`src/rtl/spi_burst_pkg.sv`:
```
// Shared types and width helpers for the buffered SPI burst transmitter.
package spi_burst_pkg;

    typedef enum logic [1:0] {IDLE, SETUP, SHIFT, HOLD} state_t;

    function automatic int cs_w(input int n);
        return (n > 1) ? $clog2(n) : 1;
    endfunction

    // Width of a counter that must hold values 0..n-1.
    function automatic int cnt_w(input int n);
        return (n > 1) ? $clog2(n) : 1;
    endfunction

endpackage

```
`src/rtl/spi_burst_tx_if.sv`:
```
// Write port, burst control and SPI pins of spi_burst_tx bundled as one interface.
interface spi_burst_tx_if
    import spi_burst_pkg::*;
#(
    parameter int DATA_W = 8,
    parameter int DEPTH  = 32,
    parameter int NUM_CS = 1
) ();
    localparam int CS_W = cs_w(NUM_CS);

    logic [DATA_W-1:0]       din;
    logic                    din_valid;
    logic                    din_ready;
    logic [$clog2(DEPTH):0]  level;
    logic                    start;
    logic [CS_W-1:0]         cs_sel;
    logic                    cpol;
    logic                    busy;
    logic                    done;
    logic                    spi_clk;
    logic                    spi_mosi;
    logic [NUM_CS-1:0]       cs_n;

    modport master (
        output din, din_valid, start, cs_sel, cpol,
        input  din_ready, level, busy, done, spi_clk, spi_mosi, cs_n
    );

    modport slave (
        input  din, din_valid, start, cs_sel, cpol,
        output din_ready, level, busy, done, spi_clk, spi_mosi, cs_n
    );
endinterface

```
`src/rtl/sync_fifo.sv`:
```
// Single-clock FIFO with combinational head read and registered occupancy.
module sync_fifo #(
    parameter int DATA_W = 8,
    parameter int DEPTH  = 32
) (
    input  logic                   clk,
    input  logic                   rst,
    input  logic                   push,
    input  logic                   pop,
    input  logic [DATA_W-1:0]      wdata,
    output logic [DATA_W-1:0]      rdata,
    output logic [$clog2(DEPTH):0] level,
    output logic                   full
);
    localparam int AW = $clog2(DEPTH);

    logic [DATA_W-1:0] mem [DEPTH];
    logic [AW-1:0]     wr_ptr;
    logic [AW-1:0]     rd_ptr;

    assign rdata = mem[rd_ptr];
    assign full  = (level == (AW+1)'(DEPTH));

    // Pointers are exactly AW bits wide so they wrap modulo DEPTH on their own.
    always_ff @(posedge clk) begin
        if (rst) begin
            wr_ptr <= '0;
            rd_ptr <= '0;
            level  <= '0;
        end else begin
            if (push) wr_ptr <= wr_ptr + 1'b1;
            if (pop)  rd_ptr <= rd_ptr + 1'b1;
            case ({push, pop})
                2'b10:   level <= level + 1'b1;
                2'b01:   level <= level - 1'b1;
                default: level <= level;
            endcase
        end
    end

    always_ff @(posedge clk) begin
        if (push) mem[wr_ptr] <= wdata;
    end

endmodule

```
`src/rtl/spi_burst_tx.sv`:
```
// SPI master (CPHA=0) that drains its FIFO as one chip-select-framed burst per start.
module spi_burst_tx
    import spi_burst_pkg::*;
#(
    parameter int DATA_W  = 8,
    parameter int DEPTH   = 32,
    parameter int CLK_DIV = 4,
    parameter int NUM_CS  = 1
) (
    input logic            clk,
    input logic            rst,
    spi_burst_tx_if.slave  bus
);
    localparam int CS_W = cs_w(NUM_CS);
    localparam int LW   = $clog2(DEPTH) + 1;
    localparam int DW   = cnt_w(CLK_DIV);
    localparam int BW   = cnt_w(DATA_W);
    localparam logic [DW-1:0] DIV_LAST = DW'(CLK_DIV - 1);
    localparam logic [BW-1:0] BIT_LAST = BW'(DATA_W - 1);

    state_t            state;
    logic [DW-1:0]     div_cnt;
    logic [BW-1:0]     bit_cnt;
    logic              trail;
    logic              more;
    logic              cpol_q;
    logic [DATA_W-1:0] shreg;
    logic [DATA_W-1:0] head;
    logic [LW-1:0]     level;
    logic              full;
    logic              push;
    logic              pop;
    logic              start_ok;
    logic              half_end;
    logic              last_bit;

    sync_fifo #(.DATA_W(DATA_W), .DEPTH(DEPTH)) u_fifo (
        .clk   (clk),
        .rst   (rst),
        .push  (push),
        .pop   (pop),
        .wdata (bus.din),
        .rdata (head),
        .level (level),
        .full  (full)
    );

    assign bus.din_ready = !full && !rst;
    assign bus.level     = level;
    assign push     = bus.din_valid && bus.din_ready;
    assign start_ok = (state == IDLE) && bus.start && (level != '0);
    assign half_end = (div_cnt == DIV_LAST);
    assign last_bit = (bit_cnt == BIT_LAST);
    // The next word is fetched at the trailing edge of the last bit so its MSB gets a full half-period of setup.
    assign pop = start_ok ||
                 ((state == SHIFT) && half_end && !trail && last_bit && (level != '0));

    // Out-of-range selects leave every line deasserted.
    function automatic logic [NUM_CS-1:0] cs_decode(input logic [CS_W-1:0] sel);
        logic [NUM_CS-1:0] m;
        m = '1;
        for (int i = 0; i < NUM_CS; i++) begin
            if (sel == CS_W'(i)) m[i] = 1'b0;
        end
        return m;
    endfunction

    always_ff @(posedge clk) begin
        if (pop)
            shreg <= head;
        else if ((state == SHIFT) && half_end && !trail)
            shreg <= shreg << 1;
        if (start_ok) cpol_q <= bus.cpol;
    end

    always_ff @(posedge clk) begin
        if (rst) begin
            state        <= IDLE;
            div_cnt      <= '0;
            bit_cnt      <= '0;
            trail        <= 1'b0;
            more         <= 1'b0;
            bus.spi_clk  <= 1'b0;
            bus.spi_mosi <= 1'b0;
            bus.cs_n     <= '1;
            bus.busy     <= 1'b0;
            bus.done     <= 1'b0;
        end else begin
            bus.done <= 1'b0;
            case (state)
                IDLE: begin
                    bus.spi_clk <= bus.cpol;
                    div_cnt     <= '0;
                    if (start_ok) begin
                        state        <= SETUP;
                        bus.cs_n     <= cs_decode(bus.cs_sel);
                        bus.spi_mosi <= head[DATA_W-1];
                        bus.busy     <= 1'b1;
                    end
                end
                SETUP: begin
                    if (half_end) begin
                        div_cnt     <= '0;
                        bit_cnt     <= '0;
                        trail       <= 1'b0;
                        state       <= SHIFT;
                        bus.spi_clk <= !cpol_q;
                    end else begin
                        div_cnt <= div_cnt + 1'b1;
                    end
                end
                SHIFT: begin
                    if (!half_end) begin
                        div_cnt <= div_cnt + 1'b1;
                    end else begin
                        div_cnt <= '0;
                        trail   <= !trail;
                        if (!trail) begin
                            bus.spi_clk <= cpol_q;
                            if (!last_bit) begin
                                bus.spi_mosi <= shreg[DATA_W-2];
                            end else begin
                                more <= (level != '0);
                                if (level != '0) bus.spi_mosi <= head[DATA_W-1];
                            end
                        end else if (!last_bit) begin
                            bit_cnt     <= bit_cnt + 1'b1;
                            bus.spi_clk <= !cpol_q;
                        end else if (more) begin
                            bit_cnt     <= '0;
                            bus.spi_clk <= !cpol_q;
                        end else begin
                            state <= HOLD;
                        end
                    end
                end
                HOLD: begin
                    if (!half_end) begin
                        div_cnt <= div_cnt + 1'b1;
                    end else begin
                        div_cnt      <= '0;
                        state        <= IDLE;
                        bus.cs_n     <= '1;
                        bus.done     <= 1'b1;
                        bus.busy     <= 1'b0;
                        bus.spi_mosi <= 1'b0;
                        bus.spi_clk  <= bus.cpol;
                    end
                end
                default: state <= IDLE;
            endcase
        end
    end

endmodule

```
`src/flat_wrapper.sv`:
```
// flat-port wrapper written by rule: the top's interface ports become plain ports
module spi_burst_tx_flat import spi_burst_pkg::*;
#(
    parameter int DATA_W  = 8,
    parameter int DEPTH   = 32,
    parameter int CLK_DIV = 4,
    parameter int NUM_CS  = 1
)
  (clk, rst, bus_din, bus_din_valid, bus_start, bus_cs_sel, bus_cpol, bus_din_ready, bus_level, bus_busy, bus_done, bus_spi_clk, bus_spi_mosi, bus_cs_n);
  spi_burst_tx_if #(.DATA_W(DATA_W), .DEPTH(DEPTH), .NUM_CS(NUM_CS)) bus_i ();
  input logic clk;
  input logic rst;
  input wire logic [$bits(bus_i.din)-1:0] bus_din;
  input wire logic [$bits(bus_i.din_valid)-1:0] bus_din_valid;
  input wire logic [$bits(bus_i.start)-1:0] bus_start;
  input wire logic [$bits(bus_i.cs_sel)-1:0] bus_cs_sel;
  input wire logic [$bits(bus_i.cpol)-1:0] bus_cpol;
  output wire logic [$bits(bus_i.din_ready)-1:0] bus_din_ready;
  output wire logic [$bits(bus_i.level)-1:0] bus_level;
  output wire logic [$bits(bus_i.busy)-1:0] bus_busy;
  output wire logic [$bits(bus_i.done)-1:0] bus_done;
  output wire logic [$bits(bus_i.spi_clk)-1:0] bus_spi_clk;
  output wire logic [$bits(bus_i.spi_mosi)-1:0] bus_spi_mosi;
  output wire logic [$bits(bus_i.cs_n)-1:0] bus_cs_n;
  assign bus_i.din = bus_din;
  assign bus_i.din_valid = bus_din_valid;
  assign bus_i.start = bus_start;
  assign bus_i.cs_sel = bus_cs_sel;
  assign bus_i.cpol = bus_cpol;
  assign bus_din_ready = bus_i.din_ready;
  assign bus_level = bus_i.level;
  assign bus_busy = bus_i.busy;
  assign bus_done = bus_i.done;
  assign bus_spi_clk = bus_i.spi_clk;
  assign bus_spi_mosi = bus_i.spi_mosi;
  assign bus_cs_n = bus_i.cs_n;
  spi_burst_tx #(.DATA_W(DATA_W), .DEPTH(DEPTH), .CLK_DIV(CLK_DIV), .NUM_CS(NUM_CS)) u_core (.clk(clk), .rst(rst), .bus(bus_i));
endmodule
```
`config.mk`:
```
export PLATFORM = sky130hd
export DESIGN_NAME = spi_burst_tx_flat
export DESIGN_NICKNAME = d
export VERILOG_FILES = /design/src/rtl/spi_burst_pkg.sv /design/src/rtl/spi_burst_tx_if.sv /design/src/rtl/sync_fifo.sv /design/src/rtl/spi_burst_tx.sv /design/src/flat_wrapper.sv
export SDC_FILE = /design/constraint.sdc
export NUM_CORES = 1
export LEC_CHECK = 0
export ABC_AREA = 1
export CAP_MARGIN = 20
export CORE_AREA = 4 4 256 208
export CTS_CLUSTER_DIAMETER = 100
export DETAILED_ROUTE_END_ITERATION = 16
export DIE_AREA = 0 0 260 212
export PLACE_DENSITY = 0.5
export SYNTH_ARGS = -nofsm -noshare
export SYNTH_HDL_FRONTEND = slang
export SYNTH_SLANG_ARGS = --single-unit
```
`constraint.sdc`:
```
create_clock -name clk -period 3.1 [get_ports clk]
set_input_delay 0.62 -clock clk [delete_from_list [all_inputs] [get_ports clk]]
set_output_delay 0.62 -clock clk [all_outputs]
set_load 0.03 [all_outputs]
```
==> out/results.txt <==
status -> finished, final reports clean
Slew headroom -> 0.547
Final setup viols -> 0
initial antenna violation count -> 0
cts repair resizes -> 0
final setup margin -> 0.360 ns
Worst Max-Slew Pin Slew -> 0.680 ns
Final Cell Area -> 14900 µm²
Synth Instances -> 1095
synthesized area per cell -> 11.5 µm²
hold path startpoint -> u_core.div_cnt[0]$_SDFF_PP0_
ys flop type -> edfxtp_1
Tcrit/Tclk final -> 0.884
wire per inst -> 17.5 µm
RD Place Congestion -> 0.811
CP startpoint -> u_core.state[0]$_SDFFE_PP0P_
Sum Neg Setup Slack -> 0 ns
largest net degree at the start of global routing -> 164
Top Ports -> 26
critical path capture point type -> register
Final nets -> 1184
RR Startpoint -> u_core.state[0]$_SDFFE_PP0P_
CP arrival -> 3.15 ns
depth of the CTS H-tree -> 2
Switching Share -> 0.331
ANT cells -> 0
clock share of power -> 0.328
die height -> 212 µm
Avg Vias per Cell -> 4.43
Die X -> 260 µm
crit path time final -> 2.74 ns
first-pass GRT wire length -> 49800 µm
initial core utilization -> 0.248
Post-synth ARST share -> 0
placed cell area -> 13800 µm²
CORE AREA -> 50600 µm²
Post-Syn Area -> 12600 µm²
drt pass-1 iters -> 5
Post-synth EDFFs -> 264
Pwr Density -> 806 nW/µm²
final wirelength -> 32600 µm
Sequential Power Share -> 0.398
Worst VDD drop -> 399 µV
Num CTS Buffers -> 34
port bufs -> 25
post-place setup slack -> 0.145 ns
RSZ-0062 raised after global routing -> no
P_sw -> 0.00396 W
DRC viols -> 0
row count -> 74
Setup Fix Bufs, Post-CTS -> 0
Bufs on Longest Clock Path -> 3
Worst EP required -> 3.51 ns
Yosys top cell by area -> edfxtp_1
Post-synth top cells -> 264 x edfxtp_1, 162 x nor2_1, 128 x nand2_1, 97 x o21ai_0, 95 x nand3_1
clk_skew -> 0.0266 ns
Synth top area share -> 0.632
post-DP HPWL -> 19400 µm
top-count cell post-synth -> edfxtp_1
Final Hold Vio Count -> 0
number of global-route vias before repair -> 7965
Area contributors post-synth -> edfxtp_1 63%, dfxtp_1 5.6%, nor2_1 4.8%, o211ai_1 4.2%, o21ai_0 3.9%
GRT Util Overall -> 0.117
cts hold-fix bufs -> 0
CTS tree -> yes
Final Slew Violations -> 0
max cap viols -> 0
Synth Register Bits -> 299
CTS clk-pin slew, worst paths -> 0.06 ns
vias -> 8254
internal power -> 0.00802 W
fraction of layout cells with a size suffix above 1 -> 0.100
# clock sinks -> 299
crit start category -> register
Congestion Overflow GR -> 0
Detail Route Antenna Nets -> 0
Gate power share -> 0.274
fmax -> 365 MHz
clock tree root driver cell -> clkbuf_16
worst hold path type -> reg -> reg
Netlist cell types -> 30
post-synthesis sequential area ratio -> 0.687
Die ar. -> 55100 µm²
Mapped Nets -> 1125
crit-path max FO -> 5
Iteration-0 DRC Markers -> 618
P&R area growth vs syn -> 18.5%
Clk Latency, worst-skew pair -> 0.52 ns
CP Class -> reg -> reg
Yosys warning total -> 0
leakage -> 5.10 nW
## state kept, by name (all words and copies together), names as in the netlist, 2 cells and up, named ones only
signal                cells
u_core.state              2
u_core.bit_cnt            3
u_core.u_fifo.mem       256
u_core.u_fifo.level       6
u_core.div_cnt            2
u_core.u_fifo.rd_ptr      5
u_core.shreg              7
u_core.u_fifo.wr_ptr      5
## metal layers
layer | up-vias | share of wire | GRT usage
met5 | - | 0 | 0
met4 | 0 | 0.018 | 0.0299
met3 | 39 | 0.054 | 0.0204
met2 | 199 | 0.43 | 0.174
met1 | 4016 | 0.50 | 0.177
li1 | 4000 | - | -
## critical path, stage by stage, from the launching register on
cell and delay (ns):
dfxtp_1 0.40, inv_1 0.10, ha_1 0.23, inv_2 0.09, nor2_4 0.05, nand2_2 0.08
nor2_1 0.04, nand2_1 0.09, nand2_2 0.07, ha_1 0.25, xnor2_1 0.22, inv_1 0.07
ha_1 0.18, or2_2 0.31, nand4_1 0.08, nand2_1 0.06, xnor2_1 0.12, o21ai_0 0.15
inv_1 0.05
## cell type report
cell class	instances	area (µm²)
inverters	80	305
well taps	684	856
repair buffers	82	713
clock buffers	43	926
clock inverters	17	161
multi-input cells	657	3280
fillers	5188	35800
flip-flops and latches	299	8630
## per-stage QoR
step	util	instances	hold slack (ns)	total power, W
2_1_floorplan	-	1095	0.397	0.00715
3_5_place_dp	0.272	1802	0.416	0.00816
6_report	0.294	1862	0.417	0.0120
4_1_cts	0.294	1862	0.426	0.0121
5_1_grt	0.294	1862	0.449	0.0127
3_3_place_gp	0.272	1802	0.407	0.00816
## power groups by stage
stage | Combinational (W) | Sequential (W) | Clock [W]
after floorplan | 0.00226 | 0.00489 | 0
final | 0.00329 | 0.00476 | 0.00393
after global placement | 0.00331 | 0.00485 | 0
after detailed placement | 0.00331 | 0.00485 | 0
after CTS | 0.00332 | 0.00477 | 0.00405
after global routing | 0.00369 | 0.00479 | 0.00420
## cell usage in the layout, fill, tap and decap left out, types with 3 or more instances in the layout
| cell type | instances |
|---|---|
| clkinv_2 | 5 |
| clkbuf_1 | 6 |
| bufinv_16 | 3 |
| nand4_1 | 3 |
| a21oi_1 | 42 |
| buf_4 | 55 |
| ha_1 | 16 |
| o21ai_1 | 15 |
| nand2_1 | 128 |
| buf_12 | 3 |
| clkinv_1 | 6 |
| edfxtp_1 | 264 |
| clkbuf_16 | 35 |
| xnor2_1 | 4 |
| xor2_1 | 4 |
| nor3_1 | 10 |
| inv_1 | 76 |
| o21ai_0 | 97 |
| nor2_1 | 162 |
| clkdlybuf4s50_1 | 24 |
| nand3_1 | 95 |
| dfxtp_1 | 33 |
| o211ai_1 | 70 |
## logic make-up (layout without fill, tap and decap cells)
group,count (synthesis),in the layout,share of synthesized area
AO/OA/AOI/OAI,228,228,0.105
XOR/XNOR,8,8,0.00558
adder cells (fa/ha/maj),16,16,0.0159
buffers and inverters,139,222,0.0516
flip-flops,299,299,0.687
AND/OR/NAND/NOR,405,405,0.134
## final timing paths
| path | slack (ns) | end | cells past startpoint |
|---|---|---|---|
| worst max-delay path | 0.36 | u_core.u_fifo.level[4]$_SDFFE_PP0P_ | 18 |
| worst min-delay path | 0.42 | u_core.div_cnt[0]$_SDFF_PP0_ | 1 |
| worst max register to register | 0.36 | u_core.u_fifo.level[4]$_SDFFE_PP0P_ | 18 |
| worst min register to register | 0.42 | u_core.div_cnt[0]$_SDFF_PP0_ | 1 |
(Power assumes the default switching activity.)
